<file path="src/rtl/serial_subtractor.sv">
// Bit-serial LSB-first A - B through one generate/propagate full-adder cell (B inverted, carry preset to 1).
// Latency WIDTH+1 cycles per op; start is accepted only in IDLE or DONE, ignored while busy.
module serial_subtractor #(
    parameter int WIDTH = 8
) (
    input  logic             clk,
    input  logic             rst_n,
    input  logic             start,
    input  logic [WIDTH-1:0] a,
    input  logic [WIDTH-1:0] b,
    output logic             busy,
    output logic             done,
    output logic [WIDTH-1:0] diff,
    output logic             borrow,
    output logic             ovf,
    output logic             zero
);

    localparam int CNT_W = (WIDTH > 1) ? $clog2(WIDTH) : 1;

    localparam logic [1:0] IDLE = 2'd0;
    localparam logic [1:0] RUN  = 2'd1;
    localparam logic [1:0] DONE = 2'd2;

    logic [1:0]       state_q,  state_d;
    logic [WIDTH-1:0] a_sh_q,   a_sh_d;
    logic [WIDTH-1:0] b_sh_q,   b_sh_d;
    logic [WIDTH-2:0] acc_q,    acc_d;
    logic             c_q,      c_d;
    logic             c_msb_q,  c_msb_d;
    logic [CNT_W-1:0] cnt_q,    cnt_d;
    logic [WIDTH-1:0] diff_q,   diff_d;
    logic             borrow_q, borrow_d;
    logic             ovf_q,    ovf_d;
    logic             zero_q,   zero_d;

    logic             x, y, p, g, s, c_nxt, last;
    logic [WIDTH-1:0] sum_w;

    // One full-adder cell; the subtrahend bit is inverted on its way in.
    assign x     = a_sh_q[0];
    assign y     = ~b_sh_q[0];
    assign p     = x ^ y;
    assign g     = x & y;
    assign s     = p ^ c_q;
    assign c_nxt = g | (p & c_q);
    assign last  = (cnt_q == CNT_W'(WIDTH - 1));

    // The oldest sum bit would fall out anyway, so acc keeps only WIDTH-1 bits;
    // on the final cycle the new sum bit completes the full-width result.
    assign sum_w = {s, acc_q};

    always_comb begin
        state_d  = state_q;
        a_sh_d   = a_sh_q;
        b_sh_d   = b_sh_q;
        acc_d    = acc_q;
        c_d      = c_q;
        c_msb_d  = c_msb_q;
        cnt_d    = cnt_q;
        diff_d   = diff_q;
        borrow_d = borrow_q;
        ovf_d    = ovf_q;
        zero_d   = zero_q;

        case (state_q)
            IDLE, DONE: begin
                if (start) begin
                    a_sh_d  = a;
                    b_sh_d  = b;
                    c_d     = 1'b1;
                    cnt_d   = '0;
                    state_d = RUN;
                end else begin
                    state_d = IDLE;
                end
            end
            RUN: begin
                a_sh_d = {1'b0, a_sh_q[WIDTH-1:1]};
                b_sh_d = {1'b0, b_sh_q[WIDTH-1:1]};
                acc_d  = sum_w[WIDTH-1:1];
                c_d    = c_nxt;
                cnt_d  = cnt_q + 1'b1;
                if (last) begin
                    c_msb_d  = c_q;
                    diff_d   = sum_w;
                    borrow_d = ~c_nxt;
                    ovf_d    = c_msb_d ^ c_nxt;
                    zero_d   = (sum_w == '0);
                    state_d  = DONE;
                end
            end
            default: state_d = IDLE;
        endcase
    end

    always_ff @(posedge clk) begin
        if (!rst_n) begin
            state_q  <= IDLE;
            a_sh_q   <= '0;
            b_sh_q   <= '0;
            acc_q    <= '0;
            c_q      <= 1'b0;
            c_msb_q  <= 1'b0;
            cnt_q    <= '0;
            diff_q   <= '0;
            borrow_q <= 1'b0;
            ovf_q    <= 1'b0;
            zero_q   <= 1'b0;
        end else begin
            state_q  <= state_d;
            a_sh_q   <= a_sh_d;
            b_sh_q   <= b_sh_d;
            acc_q    <= acc_d;
            c_q      <= c_d;
            c_msb_q  <= c_msb_d;
            cnt_q    <= cnt_d;
            diff_q   <= diff_d;
            borrow_q <= borrow_d;
            ovf_q    <= ovf_d;
            zero_q   <= zero_d;
        end
    end

    assign busy   = (state_q == RUN);
    assign done   = (state_q == DONE);
    assign diff   = diff_q;
    assign borrow = borrow_q;
    assign ovf    = ovf_q;
    assign zero   = zero_q;

endmodule

</file>
<file path="config.mk">
export PLATFORM = sky130hd
export DESIGN_NAME = serial_subtractor
export DESIGN_NICKNAME = d
export VERILOG_FILES = /design/src/rtl/serial_subtractor.sv
export SDC_FILE = /design/constraint.sdc
export NUM_CORES = 1
export LEC_CHECK = 0
export BUFFER_PORTS_ARGS = -buffer_cell sky130_fd_sc_hd__buf_2
export CORE_ASPECT_RATIO = 1.25
export CORE_UTILIZATION = 57
export CTS_CLUSTER_SIZE = 40
export DETAILED_ROUTE_END_ITERATION = 16
export PLACE_DENSITY = 0.78
export REMOVE_ABC_BUFFERS = 1
export SYNTH_ARGS = -nofsm -noshare
export SYNTH_HDL_FRONTEND = slang
export SYNTH_SLANG_ARGS = --single-unit
</file>
<file path="constraint.sdc">
create_clock -name clk -period 2.4 [get_ports clk]
set_input_delay 0.24 -clock clk [delete_from_list [all_inputs] [get_ports clk]]
set_output_delay 0.24 -clock clk [all_outputs]
set_load 0.01 [all_outputs]
</file>
# After elaboration in Yosys (flattened, before gate mapping)
# Cells that the tools add are included.
# totals
ff_bits	40
output_inout_bits	13
elab_cells	41
# classes
add_sub_neg	1
eq_ne	5
muxes	11
bitwise	8
n_reduce_logical	6
# ops
op	count
$pmux 8 s2	2
$mux 8	2
$logic_not 8->1	1
$pmux 3 s2	1
$pmux 2 s2	1
$reduce_and 2->1	2
$add 3x1->3 const B	1
$eq 3x3->1 const B	1
$mux 3	1
$xor 1x1->1	3
$and 1x1->1	2
$eq 2x1->1 const B	1
$eq 2x2->1 const B	1
$logic_not 2->1	1
$mux 1	2
$mux 2	1
$ne 2x1->1 const B	1
$ne 2x2->1 const B	1
$not 1->1	2
$pmux 1 s2	1
$reduce_bool 2->1	1
$reduce_or 2->1	1
$or 1x1->1	1

# Depth between registers and ports, before layout
# Gate-level depths: netlist of run 1.
# depth
ltp_word	5
depth_mapped	7
mapped_depth_nobuf	5

# Worst setup path after synthesis of run 1
# No wires, ideal clock.
# synth_timing
path_type	reg-to-reg
from	register cnt_q[0]
to	register borrow_q (netlist: borrow)
t_arrival_ns	1.289
t_required_ns	2.284
path_slack_ns	0.995
path_stages_with_launch	7
path_buffers	2
path_cell_list	dfxtp_1 -> ha_1 -> ha_1 -> and3b_1 -> buf_4 -> buf_6 -> o211a_1
# synth_via
elab_chain_len	2
# synth_rtl
item	line_no	source
start: declaration	31	logic [CNT_W-1:0] cnt_q, cnt_d;
start signal: assignment	117	cnt_q <= cnt_d;
$eq 3x3->1	47	assign last = (cnt_q == CNT_W'(WIDTH - 1));
$reduce_and 2->1 (no line)	-	
end signal: assignment	119	borrow_q <= borrow_d;
end: declaration	33	logic borrow_q, borrow_d;
# Every way passes these cells.
# A chain may end at the register's enable or synchronous reset.

# Final worst setup path of run 1
# layout_timing
from	register state_q[0]
to	output busy
# layout_via
elab_chain_len	1
# layout_rtl
item	line_no	source
start: declaration	25	logic [1:0] state_q, state_d;
start signal: assignment	111	state_q <= state_d;
$eq 2x1->1	125	assign busy = (state_q == RUN);
end: declaration	11	output logic busy,
# Every way passes these cells.

==> out/results.ini, run 1 <==
[timing]
hold_viol_final = 0
finalSetupViolCount = 0
fmaxAchievable_ghz = 0.620
maxSlewHeadroom_pct = 53.7
worst_pin_slew_ns = 0.695
rsz0062_at_grt = false
post-route-min-period_ns = 1.61
maxSlewViolCount = 0
finClkSkew_ns = 0.00347
finalSetupTns_ns = 0
min_period_over_period_pct = 67.2

[worst_hold_path]
hp-start = a[7]
hold_path.class = primary input to register
min_delay_path_depth = 3
whs_endpoint = a_sh_q[7]

[drt]
drt-vias-per-instance = 5.28
drtAntennaViolNets = 0
wirelength_mm = 2.92
first_iter_violations = 20
vias = 1358
drt-wirelength-per-cell_um = 11.4
drc = 0
drt_first_pass_iters = 5

[finish]
postLayoutCellArea_um2 = 1840
layout-drive-gt1-share_pct = 18.4
fillers = 248
multiInputGateArea_um2 = 752
areaGrowthSynthToFinish_pct = 11.0
n_antenna_cell = 0
layout_commonest_cell = nand2_1
layout_common_cells = nand2_1 (65), dfxtp_1 (40), buf_2 (31)
seq_area_um2 = 801
nets = 245

[worst_setup_path]
timing.rr.end = borrow
path_cells = nand2b_1, inv_2, buf_2
endpoint_kind = output port
worst_path_largest_cell_delay_ns = 0.41
crit_fanout = 11
critPathSlowestCell = dfxtp_1
reg2reg_from = cnt_q[0]
r2r_cells = 5
worstPathRequired_ns = 2.16
crit_type = register to output port
critPathArrivalTime_ns = 1.37
reg2reg_setup_slack_ns = 0.93
start_kind = register

[grt]
grt_pass1_vias = 1292
grt_pass1_wl_mm = 5.20
grt_max_degree = 42
grtUsageTotal_pct = 21.8
grt_antenna_before_repair = 0
overflow = 0

[pwr]
p_comb_share_pct = 11.3
leakagePower_uw = 0.000776
p_sw_uw = 302
p_seq_share_pct = 58.7
ir_drop_mv = 0.496
internal-power_uw = 920
p_sw_share_pct = 24.7
powerDensity_nw_per_um2 = 664
power_frac_clock_pct = 30.0

[clock_network]
cts_sinks = 40
ctsHoldBuffers = 0
cts.root.buffer_cell = clkbuf_4
cts_buffer_depth = 2
cts_setup_buffers = 0
cts_buffers = 5
clk_latency_ns = 0.33
ctsHtreeMaxLevel = 2
cts-resized-gates = 0
clk_pin_slew_ns = 0.11
cts_tree = yes

[place]
io_buffers = 31
post-dp-hpwl_mm = 2.08
placed_area_um2 = 1770
gp_congestion = 0.702

[synthesis]
ys_top_cells_by_area = dfxtp_1 (48%), nand2_1 (15%), a21boi_1 (5.4%)
synth-seq-area-share_pct = 48.4
async_flop_share_pct = 0
synth_top_area_share_pct = 48.4
synth_area_um2 = 1660
synth-edff-count = 0
ys_warn_count = 0
synth-main-ff-cell = dfxtp_1
yosys.area.top_type = dfxtp_1
synthCells = 199
synth_seq_cells = 40
synth_cell_type_count = 28
syn_avg_cell_area_um2 = 8.32

[run_status]
status = finished clean

[flow_run]
cap_violations = 0

[die]
core_area_um2 = 2710
fp.dieW_um = 50.2
die_y_um = 62.3
ios = 32
start_util_pct = 61.2
num_rows = 21
design.die.area_um2 = 3120

## kinds of logic after synthesis
| logic type | synth area share (%) |
|---|---|
| compound gates | 20.4 |
| buf+inv | 6.20 |
| simple gates | 21.8 |
| fa+ha+maj | 2.72 |
| flops | 48.4 |
| xor+xnor | 0.529 |
## through the flow
| step | utilization, % | cells | power [uW] | worst slack [ns] | hold WS, ns |
|---|---|---|---|---|---|
| final | 67.9 | 257 | 1220 | 0.787 | 0.146 |
| after global routing | 67.9 | 257 | 1280 | 0.650 | 0.135 |
| after CTS | 67.9 | 257 | 1230 | 0.774 | 0.140 |
| after detailed placement | 65.5 | 250 | 870 | 0.925 | 0.442 |
| after global placement | 65.5 | 250 | 861 | 0.988 | 0.438 |
| after floorplan | - | 183 | 817 | 0.693 | 0.358 |
## flip-flops by register name, indices dropped and copies added, names as in the netlist
signal	cells
a_sh_q	8
acc_q	7
b_sh_q	8
borrow	1
c_q	1
cnt_q	3
diff	8
ovf	1
state_q	2
zero	1
## worst max-delay path, delay by kind of cell, from the launching register on
family        cells  cell delay [ns]
buf+inv           2             0.41
flops             1             0.41
simple gates      1             0.23
## area by class of cell
| cell class | instances | share of cell area [%] |
|---|---|---|
| repair buffers | 33 | 9.26 |
| multi-input cells | 141 | 40.9 |
| clock buffers | 7 | 3.54 |
| well taps | 34 | 2.31 |
| inverters | 2 | 0.408 |
| flip-flops and latches | 40 | 43.6 |
## worst max path at each step
stage / slack (ns) / end / start
3_3_place_gp: 0.99 / cnt_q[0] / state_q[0]
3_5_place_dp: 0.92 / borrow / cnt_q[0]
5_1_grt: 0.65 / busy / state_q[0]
4_1_cts: 0.77 / busy / state_q[0]
6_report: 0.79 / busy / state_q[0]
2_1_floorplan: 0.69 / c_q / state_q[1]
## synth_stat cells (all sizes together) (5+ instances only)
library cell / instances
dfxtp: 40
o21ai: 16
buf: 11
nand3: 5
clkbuf: 5
nand2: 65
a21boi: 19
a31oi: 14
## power by group through the flow
stage / Combinational [uW] / Sequential (uW) / Clock [uW]
finish: 138 / 716 / 367
global route: 157 / 722 / 403
CTS: 138 / 716 / 373
detailed placement: 138 / 732 / 0
global placement: 131 / 729 / 0
floorplan: 90.2 / 727 / 0
## layer usage
| layer | up-vias | track usage (%) | share of wire, % |
|---|---|---|---|
| li1 | 713 | - | - |
| met2 | 34 | 37.0 | 50 |
| met4 | 0 | 11.4 | 1.7 |
| met3 | 7 | 5.15 | 3.7 |
| met1 | 604 | 24.4 | 44 |
| met5 | - | 0 | 0 |
Power figures use the tool's default switching activity.
==> run 2: changes to the inputs <==
Settings changed: ABC_AREA from default to 1, CORE_UTILIZATION 57 to 54, PLACE_DENSITY 0.78 to 0.74.
Clock period 2.4 ns to 1.6 ns, I/O delays scaled along.
==> run 2 against run 1 <==
Total power up 59%. Sequential power rose by 54%. Register-to-register slack lost 0.71 ns. Core utilization down 2.9 points. Count of clock-buffer cells in the layout is 1 higher. Largest cell class unchanged. Routed wire length is 9.5% higher. Worst setup slack lost 0.70 ns. Clock power is 44% higher. Largest power group unchanged.
==> out/results.ini, run 2 <==
[run_status]
status = finished clean

[worst_setup_path]
critPathArrivalTime_ns = 1.36  ; about the same
reg2reg_setup_slack_ns = 0.22  ; -0.71 ns
endpoint_kind = output port
crit_fanout = 33  ; +22
start_kind = register
crit_type = register to output port
worstPathRequired_ns = 1.44  ; -0.72 ns

[die]
fp.dieW_um = 52.7  ; +5.1%
num_rows = 22  ; +4.8%
design.die.area_um2 = 3450  ; +10%
core_area_um2 = 3000  ; +11%
start_util_pct = 57.9  ; -3.2 points
ios = 32  ; unchanged
die_y_um = 65.4  ; +5.1%

[synthesis]
synth_cell_type_count = 21  ; -25%
synthCells = 237  ; +19%
async_flop_share_pct = 0  ; unchanged
synth_area_um2 = 1740  ; +5.0%
syn_avg_cell_area_um2 = 7.33  ; -12%
yosys.area.top_type = dfxtp_1
synth_top_area_share_pct = 46.1  ; -2.3 points
ys_top_cells_by_area = dfxtp_1 (46%), nor2_1 (10%), nand3_1 (9.8%)
synth-main-ff-cell = dfxtp_1
yosysMostFrequentCell = nor2_1
synth-seq-area-share_pct = 46.1  ; -2.3 points
ys_warn_count = 0  ; unchanged
synth-edff-count = 0  ; unchanged
synth_seq_cells = 40  ; unchanged
synthTopCellsByCount = nor2_1 (48), dfxtp_1 (40), nand3_1 (34)

[finish]
layout_common_cells = nor2_1 (48), dfxtp_1 (39), nand3_1 (34)
layout_commonest_cell = nor2_1
layout-drive-gt1-share_pct = 17.7  ; -0.65 points
seq_area_um2 = 802  ; +0.16%
n_antenna_cell = 0  ; unchanged
fillers = 303  ; +22%
areaGrowthSynthToFinish_pct = 12.2
multiInputGateArea_um2 = 744  ; -1.0%
nets = 286  ; +17%

[grt]
overflow = 0  ; unchanged
grtUsageTotal_pct = 21.3  ; -0.46 points
grt_pass1_wl_mm = 5.51  ; +5.8%
grt_antenna_before_repair = 0  ; unchanged
grt_pass1_vias = 1348  ; +4.3%
grt_max_degree = 36  ; -14%

[timing]
maxSlewHeadroom_pct = 73.6  ; +20 points
maxSlewViolCount = 0  ; unchanged
min_period_over_period_pct = 94.8
fmaxAchievable_ghz = 0.659
worst_pin_slew_ns = 0.396  ; -0.299 ns
rsz0062_at_grt = false
finalSetupTns_ns = 0  ; unchanged
hold_viol_final = 0  ; unchanged
finClkSkew_ns = 0.00501  ; +0.00154 ns
finalSetupViolCount = 0  ; unchanged
post-route-min-period_ns = 1.52

[clock_network]
ctsHtreeMaxLevel = 2  ; unchanged
cts_buffer_depth = 2  ; unchanged
cts_tree = yes
cts_buffers = 5  ; unchanged
cts.root.buffer_cell = clkbuf_4
ctsHoldBuffers = 0  ; unchanged
clk_latency_ns = 0.34  ; about the same
cts-resized-gates = 0  ; unchanged
clk_pin_slew_ns = 0.11  ; about the same
cts_sinks = 40  ; unchanged
cts_setup_buffers = 0  ; unchanged

[pwr]
leakagePower_uw = 0.000933  ; +20%
ir_drop_mv = 0.754  ; +52%
powerDensity_nw_per_um2 = 998  ; +50%
total_power_uw = 1950  ; +59%

[place]
io_buffers = 31  ; unchanged
gp_congestion = 0.722  ; +2.9%
post-dp-hpwl_mm = 2.16  ; +3.9%

[drt]
wirelength_mm = 3.20  ; +9.5%
drc = 0  ; unchanged
first_iter_violations = 33  ; +65%
drt-vias-per-instance = 5.07  ; -4.1%
drtAntennaViolNets = 0  ; unchanged
vias = 1525  ; +12%
drt-wirelength-per-cell_um = 10.6  ; -6.5%
drt_first_pass_iters = 4  ; -1

[worst_hold_path]
hold_path.class = primary input to register

[flow_run]
cap_violations = 0  ; unchanged

## run 2: changes by cell type after synthesis, moves of 8 or more
cell	change
inv_1	+22
nor2_1	+46
a21boi_1	-12
a31oi_1	-14
a21oi_1	+8
nand3_1	+29
o21ai_1	+8
nand2_1	-39
nor3_1	+13
## run 2: power breakdown
group	internal (uW)	total, uW	switching [uW]
clock network	217	527	310
logic	132	324	192
registers	1060	1100	33.6
total	1410	1950	536
## run 2: cell families (layout without fill, tap and decap cells)
kind of cell               after synthesis  after routing  synth area share [%]
and+or+nand+nor                        127            127                  32.0
DFF                                     40             40                  46.1
buffers and inverters                   39             67                  11.1
AOI/OAI and AO/OA                       27             27                  7.78
adders and majority gates                3              3                  2.59
xor gates and xnor gates                 1              1                 0.504
## run 2: critical path: stages, from the launching register on
cell	delay [ns]
dfxtp_2	0.38
inv_2	0.06
nor2_4	0.19
buf_12	0.21
buf_2	0.15
## run 2: per-layer routing
layer | vias to the layer above | track usage [%] | part of all wire [%]
li1 | 810 | - | -
met1 | 672 | 23.2 | 47
met5 | - | 0 | 0
met3 | 5 | 6.48 | 4.6
met2 | 38 | 38.1 | 47
met4 | 0 | 6.91 | 1.3
## run 2: per-stage QoR
stage | worst slack [ns] | hold WS [ns] | instances | util [%] | cell area, um2
2_1_floorplan | 0.0259 | 0.286 | 222 | - | 1640
3_3_place_gp | 0.249 | 0.390 | 293 | 63.0 | 1890
3_5_place_dp | 0.244 | 0.397 | 293 | 63.0 | 1890
4_1_cts | 0.0232 | 0.0276 | 301 | 65.0 | 1950
5_1_grt | 0.0165 | 0.0328 | 301 | 65.0 | 1950
6_report | 0.0830 | 0.0434 | 301 | 65.0 | 1950
## run 2: path summary, 6_finish.rpt
path	from	end	cells after the start
max	state_q[0]	busy	4
min	a[5]	a_sh_q[5]	3
max reg2reg	b_sh_q[0]	zero	7
min reg2reg	cnt_q[0]	cnt_q[0]	1
## run 2: layout make-up
type	count	share of cell area (%)
clock buffer	8	3.01
timing repair buffer	35	10.8
multi-input combinational	158	38.2
sequential	40	41.1
tap	36	2.31
inverter	24	4.62
==> run 3: changes to the inputs <==
Settings changed: CORE_MARGIN from default to 3, CORE_UTILIZATION 54 to 40, HOLD_SLACK_MARGIN from default to 0.12, PLACE_DENSITY 0.74 to 0.57.
==> run 3 against run 2 <==
First-iteration DRC count rose by 100%. Sequential cell count is the same. Total power is 6.3% higher. Cell count rose by 12%. Clock skew rose by 0.00077 ns. Via count rose by 4.1%. Routed wire length grew 11%. Core utilization shrank 13 points.
==> out/results.ini, run 3 (synthesis results as in run 2) <==
[place]
post-dp-hpwl_mm = 2.33  ; +8.2%
gp_congestion = 0.742  ; +2.7%
dp.cells = 314  ; +7.2%
io_buffers = 31  ; unchanged
dpl_worst_slack_ns = 0.266  ; +0.0220 ns

[grt]
grt_pass1_vias = 1473  ; +9.3%
grt_antenna_before_repair = 0  ; unchanged
grt_pass1_wl_mm = 6.22  ; +13%
grt_max_degree = 35  ; -2.8%
overflow = 0  ; unchanged
grtUsageTotal_pct = 15.2  ; -6.1 points

[die]
num_rows = 26  ; +18%
fp.dieW_um = 65.0  ; +23%
ios = 32  ; unchanged
core_area_um2 = 4130  ; +38%
die_y_um = 79.7  ; +22%
design.die.area_um2 = 5180  ; +50%
start_util_pct = 42.1  ; -16 points

[drt]
drc = 0  ; unchanged
drtAntennaViolNets = 0  ; unchanged
wl_met1_mm = 1.67  ; +12%
drt-wirelength-per-cell_um = 10.6  ; -0.79%
dr_wl_met3_um = 162  ; +10%
first_iter_violations = 67  ; +100%
drt_first_pass_iters = 4  ; unchanged
vias = 1587  ; +4.1%
wirelength_mm = 3.55  ; +11%
met2WireLength_mm = 1.66  ; +9.7%
drt-vias-per-instance = 4.72  ; -6.8%
route.top_layer_used = met4

[clock_network]
cts_buffers = 5  ; unchanged
cts_tree = yes
clk_latency_ns = 0.29  ; -0.05 ns
cts_sinks = 40  ; unchanged
ctsHtreeMaxLevel = 2  ; unchanged
cts_setup_buffers = 0  ; unchanged
clk_pin_slew_ns = 0.07  ; -0.04 ns
cts.root.buffer_cell = clkbuf_8
cts_buffer_depth = 2  ; unchanged

[timing]
timing.final.ws_setup_ns = 0.136  ; +0.0526 ns
worst_pin_slew_ns = 0.397  ; +0.00118 ns
maxSlewViolCount = 0  ; unchanged
post-route-min-period_ns = 1.46  ; -0.0526 ns
finClkSkew_ns = 0.00579  ; +0.000774 ns
rsz0062_at_grt = false
maxSlewHeadroom_pct = 73.5  ; -0.14 points
hold_viol_final = 0  ; unchanged
finalSetupViolCount = 0  ; unchanged
hold_slack_ns = 0.131  ; +0.0874 ns
finalSetupTns_ns = 0  ; unchanged
fmaxAchievable_ghz = 0.683  ; +3.6%
min_period_over_period_pct = 91.5  ; -3.3 points

[worst_hold_path]
hold_path.class = primary input to register

[worst_setup_path]
start_kind = register
crit_type = register to output port
crit_fanout = 34  ; +3.0%
worstPathRequired_ns = 1.44  ; about the same
endpoint_kind = output port
critPathArrivalTime_ns = 1.30  ; -0.06 ns

[finish]
layout-drive-gt1-share_pct = 16.8  ; -0.95 points
nets = 302  ; +5.6%
multiInputGateArea_um2 = 744  ; unchanged
seq_area_um2 = 801  ; -0.16%
finalNonFillerCells = 336  ; +12%
n_antenna_cell = 0  ; unchanged
layout_common_cells = nor2_1 (48), dfxtp_1 (40), nand3_1 (34)
fillers = 439  ; +45%
layout_commonest_cell = nor2_1
areaGrowthSynthToFinish_pct = 24.2

[pwr]
powerDensity_nw_per_um2 = 959  ; -3.9%
total_power_uw = 2070  ; +6.3%
leakagePower_uw = 0.00101  ; +8.5%
ir_drop_mv = 0.350  ; -54%

[flow_run]
cap_violations = 0  ; unchanged

[run_status]
status = finished clean

-- run 3: where the power goes --
| part | switching (uW) | total [uW] | internal [uW] | leakage [uW] |
|---|---|---|---|---|
| logic | 195 | 353 | 158 | 0.000644 |
| clock network | 325 | 622 | 296 | 0.0000410 |
| registers | 33.5 | 1100 | 1060 | 0.000328 |
-- run 3: worst paths after layout --
check        startpoint   endpoint  slack [ns]  cells past startpoint
max          state_q[0]       busy        0.14                      4
min                a[0]  a_sh_q[0]        0.13                      3
max reg2reg    cnt_q[0]    diff[4]        0.27                      6
min reg2reg    cnt_q[0]   cnt_q[0]        0.47                      1
-- run 3: stage by stage --
stage | util (%) | cell area [um2]
2_1_floorplan | - | 1640
3_3_place_gp | 46.5 | 1920
3_5_place_dp | 46.5 | 1920
4_1_cts | 52.2 | 2150
5_1_grt | 52.2 | 2160
6_report | 52.2 | 2160
-- run 3: worst max-delay path: stages (launching register included) --
cell	delay [ns]
dfxtp_1	0.37
inv_2	0.07
nor2_4	0.15
buf_8	0.24
buf_2	0.17
-- run 3: what timing repair did --
action                                 4_1_cts  5_1_grt
gates resized for setup                      1        1
setup endpoints to repair                    1        1
hold buffers                                15        0
endpoints found under the hold margin       15        0
-- run 3: area by class of cell --
class / instances / share of cell area [%]
Sequential cell: 40 / 37.1
Multi-Input combinational cell: 158 / 34.5
Timing Repair Buffer: 51 / 17.4
Inverter: 24 / 4.17
Clock buffer: 6 / 3.36
Tap cell: 56 / 3.25
Clock inverter: 1 / 0.232
-- run 3: layer usage --
metal,track usage [%],vias to the layer above
li1,-,843
met1,17.8,710
met2,26.3,27
met3,4.37,7
met4,5.07,0
met5,0,-
